$ cat src/rtl/can_oefm_pkg.sv
// Shared types and defaults for the CAN error/overload frame tracker.
package can_oefm_pkg;

    typedef enum logic [1:0] {
        PH_IDLE     = 2'd0,
        PH_FLAG     = 2'd1,
        PH_SUPERPOS = 2'd2,
        PH_DELIM    = 2'd3
    } phase_e;

    localparam logic FT_ERROR    = 1'b0;
    localparam logic FT_OVERLOAD = 1'b1;

    localparam int unsigned DEF_FLAG_LEN     = 6;
    localparam int unsigned DEF_DELIM_LEN    = 8;
    localparam int unsigned DEF_MAX_SUPERPOS = 14;
    localparam int unsigned DEF_MAX_OVLD     = 2;
    localparam int unsigned DEF_CNT_W        = 5;
    localparam int unsigned STAT_W           = 16;
    localparam int unsigned OVLD_CNT_W       = 2;

    // Chained-overload count increment that holds at all-ones.
    function automatic logic [OVLD_CNT_W-1:0] ovld_inc(input logic [OVLD_CNT_W-1:0] c);
        return (c == '1) ? c : c + OVLD_CNT_W'(1);
    endfunction

endpackage

$ cat src/rtl/oefm_sat_counter.sv
// Saturating event counter with synchronous active-high reset.
module oefm_sat_counter #(
    parameter int unsigned WIDTH = 16
) (
    input  logic             SP,
    input  logic             reset,
    input  logic             inc,
    output logic [WIDTH-1:0] count
);

    always_ff @(posedge SP) begin
        if (reset) begin
            count <= '0;
        end else if (inc && (count != '1)) begin
            count <= count + WIDTH'(1);
        end
    end

endmodule

$ cat src/rtl/can_oe_frame_tracker.sv
// Error/overload frame tracker, one step per sample point.
// CAN_OEFM_STATS_EN builds the saturating frame/violation counters.
module can_oe_frame_tracker
    import can_oefm_pkg::*;
#(
    parameter int unsigned FLAG_LEN     = DEF_FLAG_LEN,
    parameter int unsigned DELIM_LEN    = DEF_DELIM_LEN,
    parameter int unsigned MAX_SUPERPOS = DEF_MAX_SUPERPOS,
    parameter int unsigned MAX_OVLD     = DEF_MAX_OVLD,
    parameter int unsigned CNT_W        = DEF_CNT_W
) (
    input  logic              SP,
    input  logic              reset,
    input  logic              RX,
    input  logic              F_ERRw,
    input  logic              F_OVRLDw,
    input  logic              ERR_PASSIVEw,
    output logic              F_ITMSSw,
    output logic              BUSYw,
    output logic [1:0]        PHASEw,
    output logic              BIT_ERRw,
    output logic              FORM_ERRw,
    output logic              SUPERPOS_ERRw,
    output logic              OVLD_LIMw,
    output logic [1:0]        OVLD_CNTw,
    output logic [STAT_W-1:0] FRAME_CNTw,
    output logic [STAT_W-1:0] VIOL_CNTw
);

    phase_e           phase;
    logic [CNT_W-1:0] flag_cnt;
    logic [CNT_W-1:0] sp_cnt;
    logic [CNT_W-1:0] del_cnt;
    logic             passive;
    logic             last_rx;

    logic bit_err_c;
    logic form_err_c;
    logic sp_err_c;
    logic frame_done_c;
    logic ovld_chain_c;
    logic start_type_c;

    assign PHASEw = phase;

    // Per-bit events derived from the current phase and sampled bit.
    always_comb begin
        bit_err_c    = (phase == PH_FLAG) && !passive && RX;
        sp_err_c     = (phase == PH_SUPERPOS) && !RX
                       && (sp_cnt == CNT_W'(MAX_SUPERPOS - 1));
        form_err_c   = (phase == PH_DELIM) && !RX
                       && (del_cnt < CNT_W'(DELIM_LEN - 1));
        frame_done_c = (phase == PH_DELIM) && RX
                       && (del_cnt == CNT_W'(DELIM_LEN - 1));
        ovld_chain_c = (phase == PH_DELIM) && !RX
                       && (del_cnt == CNT_W'(DELIM_LEN - 1));
        start_type_c = F_ERRw ? FT_OVERLOAD : FT_ERROR;
    end

    always_ff @(posedge SP) begin
        if (reset) begin
            phase         <= PH_IDLE;
            BUSYw         <= 1'b0;
            F_ITMSSw      <= 1'b1;
            BIT_ERRw      <= 1'b0;
            FORM_ERRw     <= 1'b0;
            SUPERPOS_ERRw <= 1'b0;
            OVLD_LIMw     <= 1'b0;
            OVLD_CNTw     <= 2'd0;
            flag_cnt      <= '0;
            sp_cnt        <= '0;
            del_cnt       <= '0;
            passive       <= 1'b0;
            last_rx       <= 1'b1;
        end else begin
            F_ITMSSw      <= 1'b1;
            BIT_ERRw      <= bit_err_c;
            FORM_ERRw     <= form_err_c;
            SUPERPOS_ERRw <= sp_err_c;
            OVLD_LIMw     <= ovld_chain_c && ((32'(OVLD_CNTw) + 32'd1) > MAX_OVLD);

            case (phase)
                PH_IDLE: begin
                    if (!F_ERRw || !F_OVRLDw) begin
                        phase     <= PH_FLAG;
                        BUSYw     <= 1'b1;
                        passive   <= ERR_PASSIVEw;
                        last_rx   <= RX;
                        flag_cnt  <= CNT_W'(1);
                        OVLD_CNTw <= (start_type_c == FT_OVERLOAD) ? 2'd1 : 2'd0;
                    end
                end

                // Active flags restart on a recessive bit, passive ones on any edge.
                PH_FLAG: begin
                    last_rx <= RX;
                    if (passive ? (RX != last_rx) : RX) begin
                        flag_cnt <= CNT_W'(1);
                    end else if (flag_cnt == CNT_W'(FLAG_LEN - 1)) begin
                        phase  <= PH_SUPERPOS;
                        sp_cnt <= '0;
                    end else begin
                        flag_cnt <= flag_cnt + CNT_W'(1);
                    end
                end

                PH_SUPERPOS: begin
                    if (RX) begin
                        phase   <= PH_DELIM;
                        del_cnt <= CNT_W'(1);
                    end else if (sp_err_c) begin
                        sp_cnt <= '0;
                    end else begin
                        sp_cnt <= sp_cnt + CNT_W'(1);
                    end
                end

                // Dominant in the last delimiter bit chains a new overload frame.
                PH_DELIM: begin
                    if (frame_done_c) begin
                        phase     <= PH_IDLE;
                        BUSYw     <= 1'b0;
                        F_ITMSSw  <= 1'b0;
                        OVLD_CNTw <= 2'd0;
                    end else if (RX) begin
                        del_cnt <= del_cnt + CNT_W'(1);
                    end else if (ovld_chain_c) begin
                        phase     <= PH_FLAG;
                        passive   <= ERR_PASSIVEw;
                        last_rx   <= RX;
                        flag_cnt  <= CNT_W'(1);
                        OVLD_CNTw <= ovld_inc(OVLD_CNTw);
                    end else begin
                        phase  <= PH_SUPERPOS;
                        sp_cnt <= CNT_W'(1);
                    end
                end

                default: begin
                    phase <= PH_IDLE;
                    BUSYw <= 1'b0;
                end
            endcase
        end
    end

`ifdef CAN_OEFM_STATS_EN
    oefm_sat_counter #(.WIDTH(STAT_W)) u_frame_cnt (
        .SP    (SP),
        .reset (reset),
        .inc   (frame_done_c),
        .count (FRAME_CNTw)
    );

    oefm_sat_counter #(.WIDTH(STAT_W)) u_viol_cnt (
        .SP    (SP),
        .reset (reset),
        .inc   (bit_err_c | form_err_c | sp_err_c),
        .count (VIOL_CNTw)
    );
`else
    assign FRAME_CNTw = '0;
    assign VIOL_CNTw  = '0;
`endif

endmodule

$ cat config.mk
export PLATFORM = sky130hd
export DESIGN_NAME = can_oe_frame_tracker
export DESIGN_NICKNAME = d
export VERILOG_FILES = /design/src/rtl/can_oefm_pkg.sv /design/src/rtl/oefm_sat_counter.sv /design/src/rtl/can_oe_frame_tracker.sv
export SDC_FILE = /design/constraint.sdc
export NUM_CORES = 1
export LEC_CHECK = 0
export ABC_AREA = 1
export CELL_PAD_IN_SITES_DETAIL_PLACEMENT = 1
export CELL_PAD_IN_SITES_GLOBAL_PLACEMENT = 1
export CORE_MARGIN = 2
export CORE_UTILIZATION = 38
export DETAILED_ROUTE_END_ITERATION = 16
export GPL_ROUTABILITY_DRIVEN = 0
export HOLD_SLACK_MARGIN = 0.08
export PLACE_DENSITY = 0.94
export SLEW_MARGIN = 10
export SYNTH_ARGS = -nofsm -noshare
export SYNTH_HDL_FRONTEND = slang
export SYNTH_SLANG_ARGS = --single-unit
$ cat constraint.sdc
create_clock -name SP -period 2.94 [get_ports SP]
set_clock_uncertainty 0.15 [all_clocks]
set_input_delay 0.588 -clock SP [delete_from_list [all_inputs] [get_ports SP]]
set_output_delay 0.588 -clock SP [all_outputs]
set_load 0.05 [all_outputs]
* Word level (Yosys, flattened, before mapping)
Cells that the tools add are included.
** Word-level totals
- Bits in registers :: 27
- Bits of input ports :: 6
- Output and inout bits :: 42
- Word-level logic and storage cells :: 123
** Operators by class
- Add/sub/neg operators :: 5
- Magnitude comparators :: 2
- Equal/unequal tests :: 23
- Muxes and demuxes :: 50
- Bitwise logic cells :: 1
- Reductions and logical operators :: 29
** Operator list (number)
- 5-bit two-way mux :: 16
- 5-bit one-hot mux with 3 select lines :: 2
- 2-bit two-way mux :: 12
- 2-bit inequality test, second input constant :: 10
- 5-bit AND reduction :: 4
- 5-bit by 1-bit adder with 5-bit output, second input constant :: 3
- 1-bit two-way mux :: 14
- 3-bit inequality test, second input constant :: 4
- 5-bit by 3-bit equality test with 1-bit output, second input constant :: 2
- 1-bit logical AND :: 10
- 5-bit one-hot mux with 2 select lines :: 1
- 2-bit one-hot mux with 4 select lines :: 1
- 7-bit AND reduction :: 1
- 2-bit equality test, second input constant :: 3
- 6-bit AND reduction :: 1
- 3-bit nonzero test :: 2
- 5-bit by 4-bit equality test with 1-bit output, second input constant :: 1
- 5-bit by 3-bit less-than comparator with 1-bit output, second input constant :: 1
- 1-bit logical NOT :: 4
- 1-bit one-hot mux with 2 select lines :: 2
- 2-bit one-hot mux with 2 select lines :: 1
- 4-bit AND reduction :: 1
- 2-bit nonzero test :: 2
- 2-bit by 1-bit adder with 3-bit output, second input constant :: 1
- other kinds (11) :: 11

* Longest topological paths before layout
Gate-level depths: netlist of the first run.
- Word-level depth :: 7
- Mapped depth :: 11
- Depth with buffers taken out :: 11

* Worst setup path before layout of the first run
OpenSTA, ideal clock, no wires.
- Path kind :: reg2reg
- Start :: reg phase[0], in the netlist PHASEw[0]
- End :: reg sp_cnt[3]
- Setup time :: 0.113 ns
- Arrival :: 1.778 ns
- Required time :: 2.677 ns
- Slack :: 0.898 ns
- Stages on the path, launching flop included :: 11
- Buffers on the path :: 0
- Clock period less this slack :: 2.042 ns
- Cells stage by stage :: dfxtp_1 -> inv_1 -> ha_1 -> nand2_1 -> nand2_2 -> a21oi_2 -> nand2_1 -> inv_2 -> nand2_4 -> o21ai_1 -> nor2_1
** Between the ends
- Cells in the longest elaborated chain, start to end :: 6
- Elaborated cells on any way between the ends :: 20
** Ends and longest elaborated chain
- start, declared :: line can_oe_frame_tracker.sv:30 : phase_e phase;
- start signal, assigned :: line can_oe_frame_tracker.sv:62 : phase <= PH_IDLE;
- start signal, assigned :: line can_oe_frame_tracker.sv:85 : phase <= PH_FLAG;
- start signal, assigned :: line can_oe_frame_tracker.sv:100 : phase <= PH_SUPERPOS;
- 2-bit equality test :: line can_oe_frame_tracker.sv:49, can_oe_frame_tracker.sv:82
- 1-bit logical AND :: line can_oe_frame_tracker.sv:49 : sp_err_c = (phase == PH_SUPERPOS) && !RX
- 1-bit logical AND :: line can_oe_frame_tracker.sv:50 : && (sp_cnt == CNT_W'(MAX_SUPERPOS - 1));
- 5-bit two-way mux :: line can_oe_frame_tracker.sv:111 : end else if (sp_err_c) begin
- 5-bit two-way mux :: line can_oe_frame_tracker.sv:108 : if (RX) begin
- 5-bit one-hot mux with 3 select lines :: line can_oe_frame_tracker.sv:82 : case (phase)
- end signal, assigned :: line can_oe_frame_tracker.sv:114 : sp_cnt <= sp_cnt + CNT_W'(1);
- end, declared :: line can_oe_frame_tracker.sv:32 : logic [CNT_W-1:0] sp_cnt;
Several ways; a longest one is shown, not always the timed one. The select of a mux whose other input is x is not followed.
A chain may end at the register's enable or synchronous reset.

* Worst setup path after layout of the first run
- Start :: reg phase[1], in the netlist PHASEw[1]
- End :: out PHASEw[1]
** RTL lines
- end, declared :: line can_oe_frame_tracker.sv:20 : output logic [1:0] PHASEw,
No word-level cell between the ends.

==> results of run 1 <==
-- cell usage after synthesis (all sizes together) --
cell type | instances | share of area [%]
a21oi | 14 | 3.9
a22oi | 1 | 0.38
a31oi | 1 | 0.32
buf | 33 | 13
clkbuf | 2 | 0.38
clkinv | 2 | 0.44
conb | 1 | 0.19
dfxtp | 27 | 27
ha | 14 | 8.9
inv | 36 | 7.0
nand2 | 58 | 13
nand3 | 28 | 7.6
nand4 | 4 | 2.0
nor2 | 39 | 9.6
nor3 | 2 | 0.76
nor4 | 1 | 0.32
o211ai | 1 | 0.38
o21ai | 12 | 3.0
xor2 | 3 | 1.3
-- metrics by stage --
step	total power, mW	hold WS, ps	setup slack (ps)
2_1_floorplan	1.37	296	898
3_3_place_gp	1.53	310	622
3_5_place_dp	1.58	322	515
4_1_cts	1.81	337	559
5_1_grt	1.94	383	498
6_report	1.80	329	551
-- final cells by class --
type | count | area, µm² | share of cell area, %
well taps | 70 | 87.6 | 4.13
multi-input cells | 210 | 1140 | 54.0
clock buffers | 4 | 45.0 | 2.12
flip-flops and latches | 27 | 541 | 25.5
repair buffers | 16 | 158 | 7.43
inverters | 38 | 146 | 6.90
-- where the power goes --
| part | switching [mW] | total (mW) | internal (mW) | leakage, nW |
|---|---|---|---|---|
| clock | 0.121 | 0.218 | 0.0973 | 0.0228 |
| sequential | 0.101 | 0.550 | 0.449 | 0.220 |
| combinational | 0.721 | 1.03 | 0.313 | 0.731 |
-- per-layer routing --
layer | GRT usage, % | routed length [µm]
met1 | 18.2 | 1950
met5 | 0 | 0
met4 | 6.36 | 58
met2 | 30.3 | 2390
met3 | 2.37 | 168
-- sequential cells by signal (all words and copies together), names as in the netlist --
signal	count
BIT_ERRw	1
sp_cnt	5
SUPERPOS_ERRw	1
OVLD_CNTw	2
FORM_ERRw	1
OVLD_LIMw	1
F_ITMSSw	1
del_cnt	5
PHASEw	2
BUSYw	1
last_rx	1
passive	1
flag_cnt	5
-- final timing paths --
check | startpoint | endpoint | slack, ps | depth (start not counted)
setup / recovery | PHASEw[1] | PHASEw[1] | 550 | 1
hold / removal | del_cnt[2] | del_cnt[2] | 330 | 2
setup reg to reg | PHASEw[0] | sp_cnt[4] | 880 | 9
hold reg to reg | del_cnt[2] | del_cnt[2] | 330 | 2
-- logic make-up after synthesis --
logic type,count (synthesis),synth area share (%)
adder cells (fa/ha/maj),14,8.87
flip-flops,27,27.4
buffers and inverters,73,20.5
XOR/XNOR,3,1.33
other,1,0.190
AO/OA/AOI/OAI,29,8.05
AND/OR/NAND/NOR,132,33.6
==> results.yml, run 1 <==
outcome:
  status: "completed"
routing:
  drc: 0
  routed_wl_mm: 4.57
  via_per_inst: 4.61
  wl_per_cell_um: 12.5
  vias: 1684
  firstDrtPassIters: 4
  drt_iter0_markers: 49
  drtAntennaViolNets: 0
worst_setup_path:
  path_cells: "clkdlybuf4s50_1"
  crit_family: "buffers and inverters"
  crit_path_start_kind: "register"
  cp-end-kind: "output pin"
  slowest_stage: "clkdlybuf4s50_1"
  path_buf_inv: 1
  cp.required_ps: 2200
  slowest_delay_ps: 870
  crit_type: "register to output pin"
  path_max_fanout: 7
  cp.arrival_ps: 1650
yosys:
  mappedNetlistArea_mm2: 0.00197
  synthCells: 279
  seq_area_frac_synth_pct: 27.4
  synth_cell_types: 33
  ys_seq_elements: 27
  avgSynthCellArea_um2: 7.08
  yosys_warnings: 0
pwr:
  powerDensity_mw_per_mm2: 849
  vdd_ir_drop_max_mv: 0.274
  p_leak_nw: 0.974
floorplanning:
  io_pins: 48
  die_x_um: 76.1
  start_util_pct: 38.9
  core-area_mm2: 0.00507
  rows: 26
  design.die.area_mm2: 0.00579
  die_h_um: 76.1
clock_tree:
  htreeDepth: 1
  cts_resized: 0
  cts.sinks: 27
  insertion_delay_ps: 280
  clockBufferDepth: 2
  hold_buffers: 0
  clk_pin_slew_ps: 100
  post-cts-setup-buffers: 0
  numCtsBuffers: 3
  root_buffer: "clkbuf_8"
  tritoncts: "done"
final_layout:
  final_area_mm2: 0.00212
  area_growth_pct: 7.48
  nets: 316
  fin_util_pct: 41.8
  drive_above_1_share_pct: 11.5
  n_fill_cell: 693
  num_antenna_cells: 0
  final_cell_mix: "nand2_1 (48), nor2_1 (33), conb_1 (32), inv_1 (29), dfxtp_1 (27)"
  finalNonFillerCells: 365
  final_common_cell: "nand2_1"
timing:
  fin_tns_setup_ps: 0
  max_slew_margin_pct: 66.2
  worstMarginPinSlew_ps: 506
  rsz0062_at_grt: "false"
  final_hold_viol_count: 0
  final.min_clock_period_ps: 2390
  fin_crit_sh_pct: 81.2
  slew_viol_final: 0
  max_freq_ghz: 0.419
  setup_viol: 0
grt:
  antenna_found_initial: 0
  track_usage_pct: 16.1
  overflow: 0
  grt_pass1_vias: 1716
  grt_pass1_wl_mm: 7.69
  grt_max_degree: 16
place:
  place_inst: 361
  dp_hpwl_mm: 3.55
  postPlaceCellArea_mm2: 0.00208
  port_buffers: 15
job:
  max_cap_violations: 0
hold_path:
  hold_path_class: "register to register"
(Power assumes the default switching activity.)
==> run 2: changes to the inputs <==
Settings changed: CORE_UTILIZATION 38 to 35, PLACE_DENSITY 0.94 to 0.88.
Clock period 2.94 ns to 2.4 ns, I/O delays scaled along.
==> run 2 against run 1 <==
  * Global-route usage down 0.14 points
  * Non-clock buffer count increased by 1
  * Worst setup slack lost 410 ps
  * Total power increased by 23%
  * Cell count grew 0.82%
  * Critical endpoint is now PHASEw[0]
  * Clock-buffer cell count unchanged
  * Critical path depth is the same
  * Die area up 8.1%
  * Largest cell class unchanged
  * Combinational power rose by 23%
  * Via count up 2.0%
  * Final area grew 0.47%
==> results.yml, run 2 (same netlist as run 1, synthesis figures left out) <==
outcome:
  status: "completed"
grt:
  grt_pass1_vias: 1697
  overflow: 0
  antenna_found_initial: 0
  grt_pass1_wl_mm: 8.01
  track_usage_pct: 16.0
  grt_max_degree: 15
worst_setup_path:
  slowest_delay_ps: 870
  crit_type: "register to output pin"
  path_buf_inv: 1
  crit_family: "buffers and inverters"
  path_max_fanout: 7
  cp.required_ps: 1770
  cp-end-kind: "output pin"
  path_cells: "clkdlybuf4s50_1"
  slowest_stage: "clkdlybuf4s50_1"
  crit_path_start_kind: "register"
  cp.arrival_ps: 1630
pwr:
  powerDensity_mw_per_mm2: 1040
  vdd_ir_drop_max_mv: 0.404
  power.total_mw: 2.22
  p_leak_nw: 0.980
timing:
  final_hold_viol_count: 0
  slew_viol_final: 0
  max_freq_ghz: 0.442
  worstMarginPinSlew_ps: 509
  final.min_clock_period_ps: 2260
  rsz0062_at_grt: "false"
  max_slew_margin_pct: 66.0
  fin_tns_setup_ps: 0
  setup_viol: 0
  fin_crit_sh_pct: 94.2
clock_tree:
  htreeDepth: 1
  cts_resized: 0
  hold_buffers: 0
  root_buffer: "clkbuf_8"
  cts.sinks: 27
  clockBufferDepth: 2
  numCtsBuffers: 3
  clk_pin_slew_ps: 100
  post-cts-setup-buffers: 0
  insertion_delay_ps: 280
  tritoncts: "done"
final_layout:
  n_fill_cell: 743
  nets: 317
  num_antenna_cells: 0
  final_common_cell: "nand2_1"
  drive_above_1_share_pct: 11.8
  final_cell_mix: "nand2_1 (48), nor2_1 (33), conb_1 (32), inv_1 (29), dfxtp_1 (27)"
  top_regs: "del_cnt x5, flag_cnt x5, sp_cnt x5"
  area_growth_pct: 7.98
hold_path:
  hold_path_class: "register to register"
floorplanning:
  start_util_pct: 36.1
  design.die.area_mm2: 0.00626
  rows: 27
  die_h_um: 79.1
  core-area_mm2: 0.00547
  die_x_um: 79.1
  io_pins: 48
routing:
  via_per_inst: 4.67
  firstDrtPassIters: 4
  wl_per_cell_um: 12.9
  drtAntennaViolNets: 0
  drt_iter0_markers: 57
  drc: 0
  vias: 1718
  routed_wl_mm: 4.76
place:
  port_buffers: 15
  dp_hpwl_mm: 3.69
job:
  max_cap_violations: 0
[run 2: layer usage]
metal / part of all wire (%) / routed length [µm] / global-route usage, % / up-vias
met5: 0 / 0 / 0 / -
met4: 1.5 / 70 / 4.83 / 0
met1: 43 / 2060 / 19.1 / 825
li1: - / - / - / 849
met2: 52 / 2460 / 29.7 / 38
met3: 3.5 / 168 / 1.82 / 6
[run 2: final timing paths]
path                                  from          to  slack, ps  depth (start not counted)
worst max-delay path             PHASEw[0]   PHASEw[0]        140                          1
worst min register to register  del_cnt[2]  del_cnt[2]        340                          2
worst min-delay path            del_cnt[2]  del_cnt[2]        340                          2
worst max register to register   PHASEw[0]   sp_cnt[3]        370                          9
[run 2: where the power goes]
group          internal [mW]  switching [mW]  total (mW)
sequential             0.550           0.123       0.673
combinational          0.387           0.881        1.27
clock                  0.120           0.156       0.276
[run 2: cell type report]
type	instances	area, µm²	share of cell area (%)
sequential	27	541	25.4
timing repair buffer	17	165	7.75
inverter	38	146	6.87
clock buffer	4	45.0	2.11
multi-input combinational	210	1140	53.7
tap	72	90.1	4.23
[run 2: tightest hold or removal path: cells and delay by family, from the launching register on]
| kind | cells | cell delay (ps) |
|---|---|---|
| buf+inv | 1 | 60 |
| compound gates | 1 | 50 |
| flops | 1 | 350 |
[run 2: per-stage QoR]
step	hold WS [ps]	util (%)	instance area [µm²]	setup WS, ps	instances
2_1_floorplan	296	-	2090	358	310
3_3_place_gp	313	38.1	2090	178	364
3_5_place_dp	333	38.1	2090	120	364
4_1_cts	349	39.0	2130	124	368
5_1_grt	373	39.0	2130	47.4	368
6_report	341	39.0	2130	139	368
==> run 3: changes to the inputs <==
Settings changed: CORE_UTILIZATION 35 to 36, CTS_BUF_LIST from default to sky130_fd_sc_hd__clkbuf_2, PLACE_DENSITY 0.88 to 0.9.
Clock period 2.4 ns to 2.2 ns, I/O delays scaled along.
==> run 3 against run 2 <==
  * Final area down 0.70%
  * Die area fell by 2.6%
  * Non-clock buffer count up 1
  * Global-route usage shrank 0.22 points
  * Total power is 3.6% higher
  * Critical endpoint is now F_ITMSSw
==> results.yml, run 3 (same netlist as run 1, synthesis figures left out) <==
place:
  port_buffers: 15
  dp_hpwl_mm: 3.70
grt:
  grt_max_degree: 15
  grt_pass1_vias: 1724
  antenna_found_initial: 0
  grt_pass1_wl_mm: 7.82
  overflow: 0
  track_usage_pct: 15.7
final_layout:
  num_antenna_cells: 0
  n_fill_cell: 714
  final_common_cell: "nand2_1"
  nets: 318
  area_growth_pct: 7.22
  top_regs: "del_cnt x5, flag_cnt x5, sp_cnt x5"
  drive_above_1_share_pct: 13.1
  final_cell_mix: "nand2_1 (48), nor2_1 (33), conb_1 (32), inv_1 (29), dfxtp_1 (27)"
  fin_util_pct: 40.7
worst_setup_path:
  crit_type: "register to output pin"
  path_max_fanout: 1
  rr_worst_depth: 9
  reg2reg_slack_ps: 180
  crit_path_start_kind: "register"
  cp.required_ps: 1610
  reg2reg_from: "PHASEw[0]"
  cp-end-kind: "output pin"
  cp.arrival_ps: 1560
  path_buf_inv: 1
  slowest_stage: "clkdlybuf4s50_1"
  path_cells: "clkdlybuf4s50_1"
  slowest_delay_ps: 790
  r2r_end: "sp_cnt[4]"
  crit_family: "buffers and inverters"
timing:
  setup_viol: 0
  slew_viol_final: 0
  fin_crit_sh_pct: 97.6
  final.min_clock_period_ps: 2150
  max_slew_margin_pct: 65.5
  final_hold_viol_count: 0
  max_freq_ghz: 0.466
  holdWs_ps: 345
  fin_tns_setup_ps: 0
  rsz0062_at_grt: "false"
  worstMarginPinSlew_ps: 517
routing:
  drc: 0
  vias: 1705
  firstDrtPassIters: 4
  via_per_inst: 4.65
  drtAntennaViolNets: 0
  wl_per_cell_um: 12.7
  drt_iter0_markers: 64
  routed_wl_mm: 4.66
clock_tree:
  numCtsBuffers: 3
  root_buffer: "clkbuf_2"
  htreeDepth: 1
  clk_pin_slew_ps: 290
  clockBufferDepth: 2
  cts_resized: 2
  post-cts-setup-buffers: 0
  hold_buffers: 0
  insertion_delay_ps: 390
  tritoncts: "done"
  cts.sinks: 27
pwr:
  switching_share_pct: 54.1
  vdd_ir_drop_max_mv: 0.423
  p_clk_share_pct: 9.3
  p_int_mw: 1.05
  combPwrFrac_pct: 58.8
  powerDensity_mw_per_mm2: 1080
  p_switching_mw: 1.24
  seq_power_share_pct: 31.9
  p_leak_nw: 1.08
floorplanning:
  io_pins: 48
  design.die.area_mm2: 0.00609
  start_util_pct: 37.9
  rows: 26
  die_x_um: 78.1
  die_h_um: 78.1
  core-area_mm2: 0.00520
hold_path:
  hold_path_class: "register to register"
  hold_start: "del_cnt[2]"
  hold_depth: 2
  hold-path-endpoint: "del_cnt[2]"
outcome:
  status: "completed"
job:
  max_cap_violations: 0
run 3: cell count changes in the layout (fill, tap and decap cells not counted), sizes merged:
cell           delta
buf               +3
clkdlybuf4s50     -9
dlymetal6s2s      +5
dlygate4sd2       +2
run 3: layout make-up:
| type | instances | area (µm²) | area share (%) |
|---|---|---|---|
| sequential | 27 | 541 | 25.5 |
| timing repair buffer | 18 | 178 | 8.39 |
| inverter | 38 | 146 | 6.91 |
| multi-input combinational | 210 | 1140 | 54.1 |
| tap | 70 | 87.6 | 4.14 |
| clock buffer | 4 | 20.0 | 0.946 |
run 3: how the worst max path moves through the flow:
stage / startpoint / to / cells after the start
3_3_place_gp: RX / PHASEw[0] / 10
3_5_place_dp: RX / sp_cnt[0] / 11
6_report: F_ITMSSw / F_ITMSSw / 1
5_1_grt: PHASEw[0] / sp_cnt[4] / 9
2_1_floorplan: PHASEw[0] / sp_cnt[3] / 10
4_1_cts: BUSYw / BUSYw / 1
run 3: stage by stage:
step	std cells	instance area (µm²)	power, mW	setup slack [ps]
2_1_floorplan	310	2090	1.83	158
3_3_place_gp	363	2090	2.04	116
3_5_place_dp	363	2090	2.10	93.0
4_1_cts	367	2100	2.31	12.7
5_1_grt	367	2120	2.52	9.80
6_report	367	2120	2.30	52.3
run 3: layer usage:
layer | track usage (%) | part of all wire [%] | vias up
met2 | 29.1 | 53 | 28
met5 | 0 | 0 | -
li1 | - | - | 852
met4 | 5.61 | 1.5 | 0
met1 | 18.6 | 43 | 819
met3 | 1.95 | 2.7 | 6
run 3: power groups by stage:
stage	combinational, mW	sequential [mW]	clock [mW]
3_5_place_dp	1.36	0.743	0
4_1_cts	1.36	0.733	0.218
6_report	1.35	0.733	0.214
5_1_grt	1.52	0.755	0.241
2_1_floorplan	0.980	0.845	0
3_3_place_gp	1.31	0.737	0
==> variant 1: new RTL, config.mk and constraints of run 3 <==
Build with the macro `CAN_OEFM_STATS_EN` defined.
--- a/src/rtl/can_oe_frame_tracker.sv
+++ b/src/rtl/can_oe_frame_tracker.sv
@@ -2,2 +2,4 @@
 // CAN_OEFM_STATS_EN builds the saturating frame/violation counters.
+`define CAN_OEFM_STATS_EN
+
 module can_oe_frame_tracker
Formal check against the unedited RTL: not equivalent (Yosys sat finds a counterexample within 4 cycles, from zero or initial values and one cycle with reset high).
==> variant 1 against run 3 <==
Wire length increased by 130%. Area after synthesis increased by 85%. Cell area increased by 110%. Largest power group unchanged. Setup slack improved by 0.015 ns. Sequential power increased by 88%. Non-clock buffer count increased by 48. Global-route usage increased by 4.4 points. Sequential cell count increased by 32. Power increased by 59%.
==> variant 1: results (changes against run 3) <==
stage	metric	value	unit	change
yosys	ys_types	34		+3.0%
cells_and_area	fillCellCount	1344		+88%
placed_design	place_hpwl	8300	um	+120%
cells_and_area	instances_no_fill	750		+100%
placed_design	place_ws	-0.110	ns	-0.203 ns
drt	wl_per_cell	14.3	um	+12%
global_routing	grt_pass1_wl	18200	um	+130%
critical_path	slowest_delay	0.53	ns	-0.26 ns
global_routing	grt_usage	20.2	%	+4.4 points
yosys	ys_seq_area_share	32.3	%	+4.9 points
clock_network	path_clk_slew	0.22	ns	-0.07 ns
critical_path	worstPathMaxFanout	5		+4
yosys	ys_top_cells_by_count	142 x nand2_1, 75 x nor2_1, 59 x dfxtp_1, 53 x nand3_1, 52 x inv_1		
yosys	syn_avg_cell_area	6.70	um2	-5.4%
drt	via_per_inst	5.03		+8.3%
placed_design	post_dp_cell_area	4320	um2	+110%
critical_path	cpMaxStageDelayCell	clkdlybuf4s15_1		
global_routing	first_global_vias	3959		+130%
drt	first_iter_violations	128		+100%
clock_network	cts_max_level	3		+2
outcome	status	complete, no violations		
clock_network	clock_sinks	59		+120%
placed_design	place_inst	734		+100%
timing	worstMarginPinSlew	0.503	ns	-0.0142 ns
cells_and_area	largestRegisters	u_frame_cnt.count x16, u_viol_cnt.count x16		
global_routing	grt_max_degree	17		+2
cells_and_area	nets	634		+99%
## variant 1: cell type report
class | count | area [um2] | share of cell area [%]
clock buffer | 9 | 45.0 | 1.02
clock inverter | 7 | 100 | 2.26
inverter | 58 | 220 | 4.97
multi-input combinational | 418 | 2180 | 49.3
sequential | 59 | 1180 | 26.7
tap | 133 | 166 | 3.76
timing repair buffer | 66 | 532 | 12.0
## variant 1: per-layer routing
layer  global-route usage, %  up-vias  wire, um  share of wire [%]
met2                    36.6       59      5410                 51
met1                    24.4     1815      4820                 45
met4                    5.05        0       124                1.2
met3                    3.81       13       345                3.2
li1                        -     1885         -                  -
met5                       0        -         0                  0
## variant 1: cells by family (layout without fill, tap and decap cells)
logic type | count (synthesis) | count (layout) | share of synthesized area [%]
flops | 59 | 59 | 32.3
xor+xnor | 13 | 13 | 3.11
buf+inv | 70 | 140 | 8.30
compound gates | 64 | 64 | 9.94
simple gates | 325 | 325 | 40.9
fa+ha+maj | 16 | 16 | 5.47
## variant 1: power by group
group / internal (mW) / switching (mW)
Combinational: 0.464 / 0.938
Sequential: 1.21 / 0.165
Clock: 0.380 / 0.487
Total: 2.06 / 1.59
## variant 1: path summary, 6_finish.rpt
kind              cells past startpoint              endpoint  slack [ns]             startpoint
setup / recovery                      1        FRAME_CNTw[10]        0.07  u_frame_cnt.count[10]
setup reg to reg                     10             sp_cnt[4]        0.14              PHASEw[0]
hold reg to reg                       2  u_frame_cnt.count[3]        0.35   u_frame_cnt.count[3]
hold / removal                        2  u_frame_cnt.count[3]        0.35   u_frame_cnt.count[3]
==> variant 2: new RTL, settings of run 3 <==
Made on the original files. Register the inputs `RX`, `F_ERRw`, `F_OVRLDw` and `ERR_PASSIVEw` before use, cleared by the reset. The logic sees them one clock later.
--- a/src/rtl/can_oe_frame_tracker.sv
+++ b/src/rtl/can_oe_frame_tracker.sv
@@ -29,2 +29,21 @@
 
+    logic RX_q;
+    logic F_ERRw_q;
+    logic F_OVRLDw_q;
+    logic ERR_PASSIVEw_q;
+
+    always_ff @(posedge SP) begin
+        if (reset) begin
+            RX_q           <= '0;
+            F_ERRw_q       <= '0;
+            F_OVRLDw_q     <= '0;
+            ERR_PASSIVEw_q <= '0;
+        end else begin
+            RX_q           <= RX;
+            F_ERRw_q       <= F_ERRw;
+            F_OVRLDw_q     <= F_OVRLDw;
+            ERR_PASSIVEw_q <= ERR_PASSIVEw;
+        end
+    end
+
     phase_e           phase;
@@ -47,12 +66,12 @@
     always_comb begin
-        bit_err_c    = (phase == PH_FLAG) && !passive && RX;
-        sp_err_c     = (phase == PH_SUPERPOS) && !RX
+        bit_err_c    = (phase == PH_FLAG) && !passive && RX_q;
+        sp_err_c     = (phase == PH_SUPERPOS) && !RX_q
                        && (sp_cnt == CNT_W'(MAX_SUPERPOS - 1));
-        form_err_c   = (phase == PH_DELIM) && !RX
+        form_err_c   = (phase == PH_DELIM) && !RX_q
                        && (del_cnt < CNT_W'(DELIM_LEN - 1));
-        frame_done_c = (phase == PH_DELIM) && RX
+        frame_done_c = (phase == PH_DELIM) && RX_q
                        && (del_cnt == CNT_W'(DELIM_LEN - 1));
-        ovld_chain_c = (phase == PH_DELIM) && !RX
+        ovld_chain_c = (phase == PH_DELIM) && !RX_q
                        && (del_cnt == CNT_W'(DELIM_LEN - 1));
-        start_type_c = F_ERRw ? FT_OVERLOAD : FT_ERROR;
+        start_type_c = F_ERRw_q ? FT_OVERLOAD : FT_ERROR;
     end
@@ -83,7 +102,7 @@
                 PH_IDLE: begin
-                    if (!F_ERRw || !F_OVRLDw) begin
+                    if (!F_ERRw_q || !F_OVRLDw_q) begin
                         phase     <= PH_FLAG;
                         BUSYw     <= 1'b1;
-                        passive   <= ERR_PASSIVEw;
-                        last_rx   <= RX;
+                        passive   <= ERR_PASSIVEw_q;
+                        last_rx   <= RX_q;
                         flag_cnt  <= CNT_W'(1);
@@ -95,4 +114,4 @@
                 PH_FLAG: begin
-                    last_rx <= RX;
-                    if (passive ? (RX != last_rx) : RX) begin
+                    last_rx <= RX_q;
+                    if (passive ? (RX_q != last_rx) : RX_q) begin
                         flag_cnt <= CNT_W'(1);
@@ -107,3 +126,3 @@
                 PH_SUPERPOS: begin
-                    if (RX) begin
+                    if (RX_q) begin
                         phase   <= PH_DELIM;
@@ -124,3 +143,3 @@
                         OVLD_CNTw <= 2'd0;
-                    end else if (RX) begin
+                    end else if (RX_q) begin
                         del_cnt <= del_cnt + CNT_W'(1);
@@ -128,4 +147,4 @@
                         phase     <= PH_FLAG;
-                        passive   <= ERR_PASSIVEw;
-                        last_rx   <= RX;
+                        passive   <= ERR_PASSIVEw_q;
+                        last_rx   <= RX_q;
                         flag_cnt  <= CNT_W'(1);
Formal check against the unedited RTL: not equivalent (Yosys sat finds a counterexample within 4 cycles, from zero or initial values and one cycle with reset high).
==> variant 2 against run 3 <==
Setup slack better by 0.051 ns. Sequential power grew 11%. Utilization down 0.73 points. Critical path depth unchanged. Power rose by 7.0%. Wire length is 3.0% lower. Maximum frequency is 2.4% higher. Final cell count is 5.4% higher. Sequential cell count increased by 4. Hold slack got worse by 0.015 ns. Cell area increased by 3.3%. Area after synthesis is 2.2% higher. Via count rose by 2.2%. Critical path type unchanged. Critical endpoint is now OVLD_LIMw.
==> variant 2: results (changes against run 3) <==
stage	metric	value	unit	change
cells_and_area	instances_no_fill	387		+5.4%
global_routing	first_global_vias	1721		-0.17%
placed_design	place_ws	0.0566	ns	-0.0364 ns
yosys	ys_seq_area_share	30.8	%	+3.4 points
power	ir_drop	399	uV	-5.6%
cells_and_area	nets	334		+5.0%
drt	first_iter_violations	63		-1.6%
timing	worst_slew_margin_rel	65.7	%	+0.22 points
global_routing	grt_pass1_wl	7600	um	-2.8%
outcome	status	complete, no violations		
clock_network	path_clk_slew	0.17	ns	-0.12 ns
power	swShare	50.1	%	-4.0 points
cells_and_area	drive_above_1_share	8.25	%	-4.9 points
yosys	synthTopCellsByArea	dfxtp_1 31%, buf_4 12%, nand2_1 11%		
placed_design	place_hpwl	3460	um	-6.4%
cells_and_area	multi_input_area	1090	um2	-4.6%
drt	via_per_inst	4.50		-3.1%
yosys	ys_top_cells_by_count	61 x nand2_1, 37 x nor2_1, 34 x inv_1, 32 x buf_4, 31 x dfxtp_1		
cells_and_area	fillCellCount	752		+5.3%
placed_design	post_dp_cell_area	2120	um2	+1.4%
drt	wl_met1	2050	um	+2.3%
global_routing	grt_max_degree	17		+2
yosys	ys_types	31		-6.1%
yosys	syn_inst	291		+4.3%
global_routing	grt_usage	15.4	%	-0.38 points
clock_network	clk_latency	0.37	ns	-0.02 ns
drt	wl_met2	2220	um	-9.9%
-- variant 2: cells by family after synthesis --
kind of cell / count (synthesis) / synth area share, %
compound gates: 24 / 6.58
flops: 31 / 30.8
buf+inv: 74 / 21.0
simple gates: 143 / 31.1
other cells: 1 / 0.186
xor+xnor: 4 / 1.74
fa+ha+maj: 14 / 8.68
-- variant 2: layout make-up --
class	instances	area share, %
inverters	36	6.18
well taps	72	4.12
clock inverters	2	0.343
repair buffers	23	9.50
clock buffers	6	1.37
multi-input cells	217	50.0
flip-flops and latches	31	28.5
-- variant 2: worst paths after layout --
kind              startpoint   endpoint  slack [ns]  cells after the start
setup / recovery   OVLD_LIMw  OVLD_LIMw        0.10                      1
hold / removal         BUSYw      BUSYw        0.33                      2
hold reg to reg        BUSYw      BUSYw        0.33                      2
setup reg to reg   PHASEw[0]  sp_cnt[1]        0.16                      9
-- variant 2: timing repair --
| action | in CTS | in global routing |
|---|---|---|
| setup buffers | 0 | 4 |
| setup endpoints to repair | 4 | 6 |
| gates cloned | 0 | 0 |
| pin swaps | 0 | 1 |
| resized for setup | 4 | 3 |
-- variant 2: metal layers --
layer / up-vias / global-route usage, %
li1: 895 / -
met1: 807 / 18.5
met2: 31 / 26.0
met3: 9 / 4.66
met4: 0 / 5.34
met5: - / 0
-- variant 2: power groups by stage --
stage,Combinational [mW],Sequential (mW),Clock (mW)
4_1_cts,1.27,0.811,0.285
5_1_grt,1.54,0.836,0.312
6_report,1.37,0.814,0.270
2_1_floorplan,0.918,0.934,0
3_5_place_dp,1.28,0.827,0
3_3_place_gp,1.23,0.814,0
